<file path="src/rtl/inst_fetch_buffer.sv">
// inst_fetch_buffer: instruction FIFO between the AXI read adapter and decode.
// Ports: clk, reset (sync, active-high), flush; in_valid/in_inst/in_pc/in_ready
// from the adapter; out_valid/out_inst/out_pc/out_ready to decode; full, count.
// Optional FETCH_BUF_BYPASS_EN: empty-buffer beats pass straight to decode.
module inst_fetch_buffer #(
    parameter int DEPTH  = 4,
    parameter int ADDR_W = 2
) (
    input  logic              clk,
    input  logic              reset,
    input  logic              flush,
    input  logic              in_valid,
    input  logic [31:0]       in_inst,
    input  logic [31:0]       in_pc,
    output logic              in_ready,
    output logic              full,
    output logic              out_valid,
    output logic [31:0]       out_inst,
    output logic [31:0]       out_pc,
    input  logic              out_ready,
    output logic [ADDR_W:0]   count
);

    localparam logic [ADDR_W:0] CNT_MAX  = (ADDR_W+1)'(DEPTH);
    localparam logic [ADDR_W:0] CNT_FULL = (ADDR_W+1)'(DEPTH - 1);
    localparam logic [ADDR_W:0] CNT_ONE  = (ADDR_W+1)'(1);
    localparam logic [ADDR_W-1:0] PTR_ONE = ADDR_W'(1);

    logic [31:0]       inst_q [DEPTH];
    logic [31:0]       pc_q   [DEPTH];
    logic [ADDR_W-1:0] rd_ptr;
    logic [ADDR_W-1:0] wr_ptr;
    logic [ADDR_W:0]   count_q;
    logic [ADDR_W:0]   count_nxt;
    logic              full_q;
    logic              stored;
    logic              byp;
    logic              push;
    logic              pop;

    assign stored   = (count_q != '0);
    assign in_ready = flush | (count_q < CNT_MAX);

`ifdef FETCH_BUF_BYPASS_EN
    assign byp = ~stored & in_valid & (in_pc != '0) & ~flush;
`else
    assign byp = 1'b0;
`endif

    // A bypassed beat taken by decode is never written.
    // Zero-address beats are acknowledged but dropped.
    assign push = in_valid & in_ready & ~flush & ~reset
                & (in_pc != '0) & ~(byp & out_ready);
    assign pop  = stored & out_ready & ~flush;

    assign out_valid = stored | byp;
    assign full      = full_q;
    assign count     = count_q;

    always_comb begin
        out_inst = '0;
        out_pc   = '0;
        if (stored) begin
            out_inst = inst_q[rd_ptr];
            out_pc   = pc_q[rd_ptr];
        end else if (byp) begin
            out_inst = in_inst;
            out_pc   = in_pc;
        end
    end

    always_comb begin
        count_nxt = count_q;
        if (reset || flush) begin
            count_nxt = '0;
        end else if (push && !pop) begin
            count_nxt = count_q + CNT_ONE;
        end else if (pop && !push) begin
            count_nxt = count_q - CNT_ONE;
        end
    end

    always_ff @(posedge clk) begin
        count_q <= count_nxt;
        // Registered near-full keeps a slot for the adapter's in-flight read.
        full_q  <= (count_nxt >= CNT_FULL);
        if (reset || flush) begin
            rd_ptr <= '0;
            wr_ptr <= '0;
        end else begin
            if (push) wr_ptr <= wr_ptr + PTR_ONE;
            if (pop)  rd_ptr <= rd_ptr + PTR_ONE;
        end
    end

    always_ff @(posedge clk) begin
        if (push) begin
            inst_q[wr_ptr] <= in_inst;
            pc_q[wr_ptr]   <= in_pc;
        end
    end

endmodule

</file>
<file path="config.mk">
export PLATFORM = sky130hd
export DESIGN_NAME = inst_fetch_buffer
export DESIGN_NICKNAME = d
export VERILOG_FILES = /design/src/rtl/inst_fetch_buffer.sv
export SDC_FILE = /design/constraint.sdc
export NUM_CORES = 1
export LEC_CHECK = 0
export BUFFER_PORTS_ARGS = -buffer_cell sky130_fd_sc_hd__buf_2
export CAP_MARGIN = 20
export CORE_UTILIZATION = 57
export DETAILED_ROUTE_END_ITERATION = 8
export PLACE_DENSITY = 0.8
export SLEW_MARGIN = 10
export SYNTH_ARGS = -nofsm -noshare
export SYNTH_HDL_FRONTEND = slang
export SYNTH_SLANG_ARGS = --single-unit
</file>
<file path="constraint.sdc">
create_clock -name clk -period 3.38 [get_ports clk]
set_input_delay 0.338 -clock clk [delete_from_list [all_inputs] [get_ports clk]]
set_output_delay 0.338 -clock clk [all_outputs]
set_load 0.02 [all_outputs]
</file>
**Word-level counts from Yosys, hierarchy flattened**

Memories as Yosys holds them, arrays and structs flattened. A register that Yosys moved wholly into a read port is not among the register bits.
Index checks and enable logic that the tools add are counted.

- Bits in registers: 8
- Memories: 2
- Output and inout port bits: 70
- Input port bits: 69
- Bits in writable memories: 256
- Logic and storage cells: 39

- Order comparisons: 2
- Multiplexer cells: 11
- Reduce and logical (&&, ||, !) cells: 7
- Bitwise gates (word level): 9
- Add/sub/neg operators: 4

Memories:

| memory | depth | bits a word | read ports | clocked after memory_dff | wr ports | RTL line | text |
|---|---|---|---|---|---|---|---|
| inst_q | 4 | 32 | 1 | 1 | 1 | 29 | `logic [31:0] inst_q [DEPTH];` |
| pc_q | 4 | 32 | 1 | 1 | 1 | 30 | `logic [31:0] pc_q [DEPTH];` |

Operator list:

| operator | count |
|---|---|
| 32-bit 2-to-1 mux | 2 |
| 32-bit nonzero test | 1 |
| 3-bit 2-to-1 mux | 3 |
| 2-bit 2-to-1 mux | 4 |
| 1-bit AND | 6 |
| 2-bit by 1-bit adder with 2-bit output, second input constant | 2 |
| 3-bit by 1-bit adder with 3-bit output, second input constant | 1 |
| 3-bit by 2-bit >= comparator with 1-bit output, second input constant | 1 |
| 3-bit less-than comparator, second input constant | 1 |
| 3-bit nonzero test | 1 |
| 3-bit by 1-bit subtractor with 3-bit output, second input constant | 1 |
| 1-bit logical AND | 2 |
| 1-bit zero test | 2 |
| 1-bit 2-to-1 mux | 2 |
| 1-bit NOT | 2 |
| 1-bit logical OR | 1 |
| 1-bit OR | 1 |

**Depth between registers and ports, before layout**

- Depth in word-level cells: 12
- Depth in mapped cells: 9
- Gate-level depth less buffers: 8

**Worst setup path before layout**

Ideal clock, no wire load.

- Kind: reg-to-reg
- Start: register count_q[2] (netlist: count[2])
- End: memory inst_q[1][0] (enable)
- Data arrival time: 2.526 ns
- Buffers on the path: 0
- Cell stages (with the launch flop): 4
- Setup slack: 0.425 ns
- Setup time: 0.429 ns
- Data required time: 2.951 ns
- Clock period less this slack: 2.955 ns
- Cells stage by stage: dfxtp_1 nand2b_1 a21oi_2 and3_1

- Word-level cells in the longest chain between the ends: 8

RTL lines:

| item | RTL line | text |
|---|---|---|
| start, declared | 33 | `logic [ADDR_W:0] count_q;` |
| start signal, assigned | 84 | `count_q <= count_nxt;` |
| 3-bit less-than comparator | 42 | `assign in_ready = flush \| (count_q < CNT_MAX);` |
| 1-bit OR | 42 |  |
| 1-bit AND (3 in a row) | 52 | `assign push = in_valid & in_ready & ~flush & ~reset` |
| 1-bit AND | 53 | `& (in_pc != '0) & ~(byp & out_ready);` |
| 1-bit 2-to-1 mux | 97 | `if (push) begin` |
| 1-bit 2-to-1 mux (not written as such) | 98 | `inst_q[wr_ptr] <= in_inst;` |
| end, declared | 29 |  |

No other way between the ends.

==> reports/results.ini <==
[status]
outcome=finished, final reports clean

[clocking]
clock_latency_ns=0.52
path_clk_slew_ns=0.06
cts_resized=0
post_cts_buffers=0
ctsHoldBuffers=0
root_buffer=clkbuf_16
cts_buffers=26
tritoncts=built
htreeDepth=1
clk_path_buf_depth=3
cts.sinks=266

[yosys]
synth_seq_cells=266
synthTopCellsByCount=edfxtp_1 (256), and2_1 (64), mux4_2 (64)
synth_area_per_cell_sq_um=21.4
yosys.area.top_type_share_pct=74.4
syn_nets=559
synth_ff_type=edfxtp_1
synthMostInstantiatedCell=edfxtp_1
synth_area_leaders=edfxtp_1 (74%), mux4_2 (14%), and2_1 (3.9%)
async_reset_ff_share_pct=0
synth_area_sq_um=10300
synth.distinct_cells=35
synth.largest_area_cell=edfxtp_1
synth_seq_area_share_pct=76.4
yosys_warnings=0
synth_edf_count=256
syn_inst=483

[final_layout]
drive_gt1_share_pct=40.5
synthToLayoutAreaGrowth_pct=19.1
final_nets=713
antenna_cells=0
fillers=1103

[timing]
hold_viol=0
setup_viol=0
slew_viol_final=0
tns_ns=0
max-slew-margin-rel_pct=54.5
period_needed_ns=2.84
timing.hold.ws_ns=0.0362
fin_worst_skew_ns=0.0124
fmax_ghz=0.353
rsz0062_at_grt=no
worstMarginPinSlew_ns=0.682
post-route-period-util_pct=83.9
post-route-worst-setup-slack_ns=0.545

[critical_path]
worst-path-max-fanout=26
required_ns=3.04
worstPathArrival_ns=2.50
cp-start-kind=register
rr_worst_depth=4
end_kind=primary output
reg2reg_to=inst_q[0][13]
regToRegSetupSlack_ns=1.19
rr_startpoint=count[2]
crit_type=register to primary output

[die]
boundaryPins=139
dieArea_sq_um=18700
initial_core_util_pct=59.1
num_rows=48
core_area_sq_um=17500
die_w_um=137
fp.dieH_um=137

[pwr]
seqPwrFrac_pct=52.0
cellPowerDensity_nw_per_um2=573
power.switching_mw=1.37
ir_drop_mv=0.475
p_clk_share_pct=43.2
p_comb_share_pct=4.9
switching_share_pct=19.5
p_leak_nw=4.25
internal_power_mw=5.67
power_mw=7.04

[routing]
ant_nets=0
num_vias=5150
routed_wl_um=19900
route.detailed.drc=0
wl_per_cell_um=22.5
dr.pass1.iters=4
vias_per_cell=5.84
first_iter_violations=292

[worst_hold_path]
whs_endpoint=inst_q[1][10]
hold_path_startpoint=in_inst[10]
hold_path.class=input pin to register
hold_depth=1

[place]
post-dp-hpwl_um=11800
pre_cts_ws_ns=1.00
port_buffers=138
gp_congestion=0.741

[global_route]
antenna_found_initial=0
grt_max_degree=66
gr-usage-all-layers_pct=22.1
grt_overflow_total=0
grt_pass1_wl_um=30100
first_global_vias=5349

[run]
cap_violations=0

## power by group through the flow
stage / logic [mW] / clock network (mW) / registers, mW
floorplan: 0.179 / 0 / 3.73
global placement: 0.330 / 0 / 3.73
detailed placement: 0.342 / 0 / 3.73
CTS: 0.344 / 3.09 / 3.66
global route: 0.368 / 3.22 / 3.66
finish: 0.342 / 3.04 / 3.66
## critical path: stages (launching register included)
cell     delay (ns)
dfxtp_4        0.69
buf_4          0.36
mux4_2         0.56
and2_1         0.19
buf_2          0.16
## registers in the layout, indices dropped and copies added (netlist names), named ones only
register	flops
full	1
inst_q	128
pc_q	128
wr_ptr	2
rd_ptr	2
count	3
## placed cells by master (no fill, tap or decap), types with 3 or more instances in the layout
| cell type | Yosys | final |
|---|---|---|
| edfxtp_1 | 256 | 256 |
| and2_1 | 64 | 64 |
| buf_2 | 7 | 138 |
| nand2b_1 | 3 | 3 |
| buf_12 | 0 | 6 |
| clkbuf_16 | 0 | 27 |
| ha_1 | 7 | 7 |
| clkinv_2 | 0 | 5 |
| bufinv_16 | 0 | 5 |
| xnor2_1 | 4 | 4 |
| inv_1 | 5 | 5 |
| clkbuf_1 | 15 | 7 |
| nor2_1 | 8 | 8 |
| and3_4 | 0 | 4 |
| nor4_1 | 8 | 8 |
| mux4_2 | 64 | 64 |
| dfxtp_1 | 10 | 8 |
| buf_4 | 0 | 5 |
| a211o_1 | 3 | 3 |
## metrics by stage
| stage | util [%] | instance area (sq um) | std cells |
|---|---|---|---|
| 2_1_floorplan | - | 10300 | 483 |
| 3_3_place_gp | 65.1 | 11400 | 834 |
| 3_5_place_dp | 65.1 | 11400 | 834 |
| 4_1_cts | 70.4 | 12300 | 882 |
| 5_1_grt | 70.4 | 12300 | 882 |
| 6_report | 70.4 | 12300 | 882 |
## worst max-delay path by stage
stage | endpoint | slack (ns) | start | cells past startpoint
floorplan | inst_q[1][0] | 0.42 | count[2] | 3
global placement | pc_q[2][15] | 1.07 | in_pc[1] | 6
detailed placement | pc_q[1][15] | 1.00 | in_pc[1] | 6
CTS | out_inst[0] | 0.45 | register | 4
global route | out_inst[0] | 0.38 | register | 4
finish | out_inst[0] | 0.54 | register | 4
## layout make-up
cell class	count	area [sq um]	area share (%)
repair buffers	149	848	6.90
clock buffers	36	729	5.93
flip-flops and latches	266	7900	64.2
multi-input cells	189	2330	19.0
well taps	225	282	2.29
clock inverters	12	195	1.59
inverters	5	18.8	0.153
## kinds of logic after synthesis
| group | count (synthesis) | share of synthesized area [%] |
|---|---|---|
| AO/OA/AOI/OAI | 11 | 0.848 |
| XOR/XNOR | 6 | 0.582 |
| adder cells (fa/ha/maj) | 7 | 0.848 |
| buffers and inverters | 28 | 1.18 |
| flip-flops | 266 | 76.4 |
| multiplexers | 65 | 14.1 |
| AND/OR/NAND/NOR | 100 | 6.11 |
## per-layer routing
layer	track usage, %	share of wire [%]	vias up
met2	36.9	50	203
met1	30.5	42	2655
met4	5.93	1.7	0
met3	3.63	6.3	26
met5	0	0	-
li1	-	-	2266
Note: power is estimated with default switching activity, not from simulation.
